**src/rtl/fetch_pkg.sv**
```systemverilog
// Shared types and defaults for the instruction-fetch stage.
package fetch_pkg;

  typedef enum logic [1:0] {
    REQ  = 2'd0,
    WAIT = 2'd1,
    HOLD = 2'd2,
    DROP = 2'd3
  } fetch_state_t;

  localparam logic [31:0] RESET_PC_DEFAULT = 32'h0000_0000;
  localparam logic [31:0] NOP_INST_DEFAULT = 32'h0000_0013;

  typedef struct packed {
    logic        valid;
    logic [31:0] pc;
    logic [31:0] inst;
    logic        pred_taken;
    logic [31:0] pred_next_pc;
  } ifid_t;

  localparam int IFID_W = $bits(ifid_t);

endpackage

```
**src/rtl/fetch_ifid_reg.sv**
```systemverilog
// IF/ID-style register: flush > load > bubble > hold. Also used as the stall hold buffer.
module fetch_ifid_reg
  import fetch_pkg::*;
#(
  parameter logic [31:0] NOP_INST = NOP_INST_DEFAULT
) (
  input  logic              clk,
  input  logic              reset,
  input  logic              flush,
  input  logic              load,
  input  logic              bubble,
  input  logic [IFID_W-1:0] d,
  output logic [IFID_W-1:0] q
);

  ifid_t q_r;

  assign q = q_r;

  always_ff @(posedge clk) begin
    if (reset) begin
      q_r.valid        <= 1'b0;
      q_r.pc           <= 32'h0;
      q_r.inst         <= NOP_INST;
      q_r.pred_taken   <= 1'b0;
      q_r.pred_next_pc <= 32'h0;
    end else if (flush || (bubble && !load)) begin
      // Only valid and inst are scrubbed; the other fields are don't-care once invalid.
      q_r.valid <= 1'b0;
      q_r.inst  <= NOP_INST;
    end else if (load) begin
      q_r <= d;
    end
  end

endmodule

```
**src/rtl/fetch_unit.sv**
```systemverilog
// Instruction-fetch stage: owns the PC, issues one outstanding imem request, fills IF/ID.
// state | meaning
// REQ   | request pc to memory; no fetch in flight
// WAIT  | request accepted, waiting for response
// HOLD  | response captured while ID stalled; waiting to forward it
// DROP  | redirect hit mid-fetch; swallow the stale response
module fetch_unit
  import fetch_pkg::*;
#(
  parameter logic [31:0] RESET_PC = RESET_PC_DEFAULT,
  parameter logic [31:0] NOP_INST = NOP_INST_DEFAULT
) (
  input  logic        clk,
  input  logic        reset,
  output logic [31:0] current_pc,
  input  logic [31:0] predicted_next_pc,
  input  logic        predicted_branch_taken,
  output logic        imem_req_valid,
  output logic [31:0] imem_req_addr,
  input  logic        imem_req_ready,
  input  logic        imem_resp_valid,
  input  logic [31:0] imem_resp_data,
  input  logic        stall,
  input  logic        redirect_valid,
  input  logic [31:0] redirect_pc,
  output logic        ifid_valid,
  output logic [31:0] ifid_pc,
  output logic [31:0] ifid_inst,
  output logic        ifid_pred_taken,
  output logic [31:0] ifid_pred_next_pc
);

  fetch_state_t state;
  logic [31:0]  pc;
  logic [31:0]  pend_pc;
  logic [31:0]  pend_next;
  logic         pend_taken;
  logic [31:0]  redirect_aligned;
  logic         resp_live;

  ifid_t resp_entry;
  ifid_t ifid_d;
  ifid_t ifid_q;
  ifid_t hold_q;
  logic  ifid_load;
  logic  ifid_bubble;
  logic  hold_load;

  assign current_pc       = pc;
  assign imem_req_addr    = pc;
  assign imem_req_valid   = (state == REQ) && !redirect_valid;
  assign redirect_aligned = redirect_pc & 32'hFFFF_FFFC;
  assign resp_live        = (state == WAIT) && imem_resp_valid;

  always_comb begin
    resp_entry.valid        = 1'b1;
    resp_entry.pc           = pend_pc;
    resp_entry.inst         = imem_resp_data;
    resp_entry.pred_taken   = pend_taken;
    resp_entry.pred_next_pc = pend_next;
  end

  assign ifid_load   = !stall && (resp_live || (state == HOLD));
  assign ifid_bubble = !stall;
  assign ifid_d      = (state == HOLD) ? hold_q : resp_entry;
  assign hold_load   = resp_live && stall;

  always_ff @(posedge clk) begin
    if (reset) begin
      state      <= REQ;
      pc         <= RESET_PC;
      pend_pc    <= 32'h0;
      pend_next  <= 32'h0;
      pend_taken <= 1'b0;
    end else if (redirect_valid) begin
      pc <= redirect_aligned;
      case (state)
        WAIT:    state <= imem_resp_valid ? REQ : DROP;
        DROP:    state <= imem_resp_valid ? REQ : DROP;
        default: state <= REQ;
      endcase
    end else begin
      case (state)
        REQ: begin
          if (imem_req_ready) begin
            pend_pc    <= pc;
            pend_taken <= predicted_branch_taken;
            pend_next  <= predicted_next_pc;
            state      <= WAIT;
          end
        end
        WAIT: begin
          if (imem_resp_valid) begin
            pc    <= pend_next;
            state <= stall ? HOLD : REQ;
          end
        end
        HOLD: begin
          if (!stall) state <= REQ;
        end
        DROP: begin
          if (imem_resp_valid) state <= REQ;
        end
        default: state <= REQ;
      endcase
    end
  end

  fetch_ifid_reg #(.NOP_INST(NOP_INST)) u_ifid (
    .clk    (clk),
    .reset  (reset),
    .flush  (redirect_valid),
    .load   (ifid_load),
    .bubble (ifid_bubble),
    .d      (ifid_d),
    .q      (ifid_q)
  );

  fetch_ifid_reg #(.NOP_INST(NOP_INST)) u_hold (
    .clk    (clk),
    .reset  (reset),
    .flush  (redirect_valid),
    .load   (hold_load),
    .bubble (1'b0),
    .d      (resp_entry),
    .q      (hold_q)
  );

  assign ifid_valid        = ifid_q.valid;
  assign ifid_pc           = ifid_q.pc;
  assign ifid_inst         = ifid_q.inst;
  assign ifid_pred_taken   = ifid_q.pred_taken;
  assign ifid_pred_next_pc = ifid_q.pred_next_pc;

endmodule

```
**config.mk**
```make
export PLATFORM = sky130hd
export DESIGN_NAME = fetch_unit
export DESIGN_NICKNAME = d
export VERILOG_FILES = /design/src/rtl/fetch_pkg.sv /design/src/rtl/fetch_ifid_reg.sv /design/src/rtl/fetch_unit.sv
export SDC_FILE = /design/constraint.sdc
export NUM_CORES = 1
export LEC_CHECK = 0
export ABC_AREA = 1
export CAP_MARGIN = 10
export CELL_PAD_IN_SITES_DETAIL_PLACEMENT = 1
export CELL_PAD_IN_SITES_GLOBAL_PLACEMENT = 2
export CORE_MARGIN = 2
export CORE_UTILIZATION = 30
export DETAILED_ROUTE_END_ITERATION = 10
export PLACE_DENSITY_LB_ADDON = 0.1
export REMOVE_ABC_BUFFERS = 1
export SLEW_MARGIN = 20
export SYNTH_ARGS = -nofsm -noshare
export SYNTH_HDL_FRONTEND = slang
export SYNTH_SLANG_ARGS = --single-unit
```
**constraint.sdc**
```tcl
create_clock -name clk -period 4.2 [get_ports clk]
set_clock_uncertainty 0.05 [all_clocks]
set_input_delay 1.05 -clock clk [delete_from_list [all_inputs] [get_ports clk]]
set_output_delay 1.05 -clock clk [all_outputs]
set_load 0.01 [all_outputs]
```
==> results.sh <==
export IMPL_outcome="finished clean"
export IMPL_start_util=0.3039
export IMPL_drv_slew=0
export IMPL_clock_sinks=295
export IMPL_avgSynthCellArea_um2=6.798
export IMPL_multi_input_area_um2=5164
export IMPL_layout_drive_gt1_share=0.04851
export IMPL_pre_cts_ws_ns=0.8431
export IMPL_synth_seq_area_share=0.4771
export IMPL_dieWidth_um=207.1
export IMPL_power_uw=6904
export IMPL_via_count=11900
export IMPL_detail_route_antenna_nets=0
export IMPL_synthTopCellsByArea="dfxtp_1, nand2_1, nor2_1, o21ai_0, a21oi_1"
export IMPL_drc=0
export IMPL_crit_path_start_kind="flip-flop"
export IMPL_grt_pass1_wl_um=67610
export IMPL_core_area_um2=40740
export IMPL_peakVddDrop_mv=0.2328
export IMPL_maxCapViolCount=0
export IMPL_clkPwrFrac=0.442
export IMPL_grt_pass1_vias=12110
export IMPL_crit_type="flip-flop to output port"
export IMPL_synth_area_um2=12380
export IMPL_cp_end_kind="output port"
export IMPL_max_freq_mhz=312.1
export IMPL_final_util=0.4011
export IMPL_grt_max_degree=101
export IMPL_die_area_um2=42900
export IMPL_cp_data_arrival_time_ns=2.10
export IMPL_area_growth_pct=31.99
export IMPL_routabilityCongestion=0.7180
export IMPL_cts_clk_slew_worst_paths_ns=0.05
export IMPL_ff_latch_area_um2=5906
export IMPL_p_per_area_nw_per_um2=422.5
export IMPL_synthCells=1821
export IMPL_seqPwrFrac=0.437
export IMPL_synth_cell_types=17
export IMPL_clockBufferDepth=3
export IMPL_cts_tree="built"
export IMPL_postCtsSetupRepairBufs=0
export IMPL_leakage_uw=0.007245
export IMPL_routed_wl_um=42310
export IMPL_pwr_share_comb=0.121
export IMPL_die_y_um=207.1
export IMPL_fin_nets=2099
export IMPL_placed_area_um2=15190
export IMPL_crit_fanout=7
export IMPL_switching_share=0.2577
export IMPL_worstPathRequired_ns=3.10
export IMPL_dr_pass1_iters=4
export IMPL_cts_resized_gates=0
export IMPL_final_area_um2=16340
export IMPL_wl_per_cell_um=16.57
export IMPL_core_rowCount=74
export IMPL_ys_ff_latch=295
export IMPL_htreeDepth=2
export IMPL_rsz0062_at_grt="false"
export IMPL_relSlewSlack=0.4255
export IMPL_antenna_found_initial=3
export IMPL_io_pins=266
export IMPL_setup_viol=0
export IMPL_ys_warn_count=0
export IMPL_internal_power_uw=5125
export IMPL_yosysTopAreaCell="dfxtp_1"
export IMPL_worst_pin_slew_ns=0.8606
export IMPL_grt_overflow=0
export IMPL_hold_class="flip-flop to flip-flop"
export IMPL_yosysTopAreaCellShare=0.4771
export IMPL_viasPerCell=4.659
export IMPL_clk_latency_ns=0.54
export IMPL_cts_hold_buffers=0
export IMPL_port_buffers=263
export IMPL_cts_buffers=36
export IMPL_hold_viol_final=0
export IMPL_nFillCells=5092
export IMPL_period_minus_slack_ns=3.204
export IMPL_drt_first_iter_violations=475
export IMPL_fin_crit_sh=0.7629
export IMPL_dp_final_hpwl_um=26180
export IMPL_switchingPower_uw=1779
export IMPL_fin_ws_ns=0.9960
export IMPL_cts_root_buf="clkbuf_16"
export IMPL_track_usage=0.1969
## final timing paths
| check | start | endpoint | slack [ns] | cells after the start |
|---|---|---|---|---|
| worst max-delay path | state[0] | imem_req_valid | 1.0 | 4 |
| worst min-delay path | u_hold.q[37] | u_hold.q[37] | 0.41 | 2 |
| worst max register to register | state[0] | u_ifid.q[33] | 1.76 | 8 |
| worst min register to register | u_hold.q[37] | u_hold.q[37] | 0.41 | 2 |
## power by group through the flow
stage	clock, µW	sequential (µW)	combinational [µW]
floorplan	0	3090	376
global placement	0	3080	834
detailed placement	0	3080	847
CTS	3170	3020	852
global route	3270	3040	941
finish	3050	3020	834
## final cells by class
cell class                      instances  share of cell area
Inverter                              150             0.03477
Tap cell                              532             0.04074
Timing Repair Buffer                  291              0.1764
Antenna cell                            2           0.0003063
Sequential cell                       295              0.3614
Clock inverter                          5            0.003522
Clock buffer                           57             0.06677
Multi-Input combinational cell       1222              0.3160
## cell usage after synthesis (all sizes together)
cell type,count
a21oi,109
inv,150
o21ai,164
nand2,505
buf,90
nor2,310
dfxtp,295
nand3,105
nor3,29
clkbuf,64
## worst max-delay path, cell delays in order (launching register included)
cell             delay [ns]
dfxtp_1                0.40
nor2_1                 0.31
nand2_1                0.20
inv_1                  0.11
clkdlybuf4s50_1        0.55
## logic make-up after synthesis
| logic type | count (synthesis) | share of synthesized area |
|---|---|---|
| flops | 295 | 0.4771 |
| simple gates | 949 | 0.3039 |
| compound gates | 273 | 0.1104 |
| buf+inv | 304 | 0.1087 |
## layer usage
metal	wire, µm	up-vias	GRT usage
met3	1503	55	0.03351
met2	19920	185	0.3359
met5	16	-	0
met4	835	2	0.05222
li1	-	5975	-
met1	20040	5682	0.2567
## registers in the layout, indices dropped and copies added, names as in the netlist
name        cells
pend_next      32
current_pc     32
u_ifid.q       98
u_hold.q       98
pend_taken      1
pend_pc        32
state           2
## through the flow
step           setup TNS, ns  instances  hold WS [ns]
2_1_floorplan         -30.32       1667        0.3792
3_3_place_gp               0       2490        0.3889
3_5_place_dp               0       2490        0.3974
4_1_cts                    0       2552        0.4116
5_1_grt                    0       2552        0.4284
6_report                   0       2554        0.4091
## cells in the final DEF (no fill, tap or decap), drive strengths merged
cell,n
diode,2
nand2,505
clkdlybuf4s50,261
inv,152
dfxtp,295
nor2,310
nor3,29
nand3,105
a21oi,109
o21ai,164
buf,30
bufinv,1
clkinv,2
clkbuf,57
(Power assumes the default switching activity.)
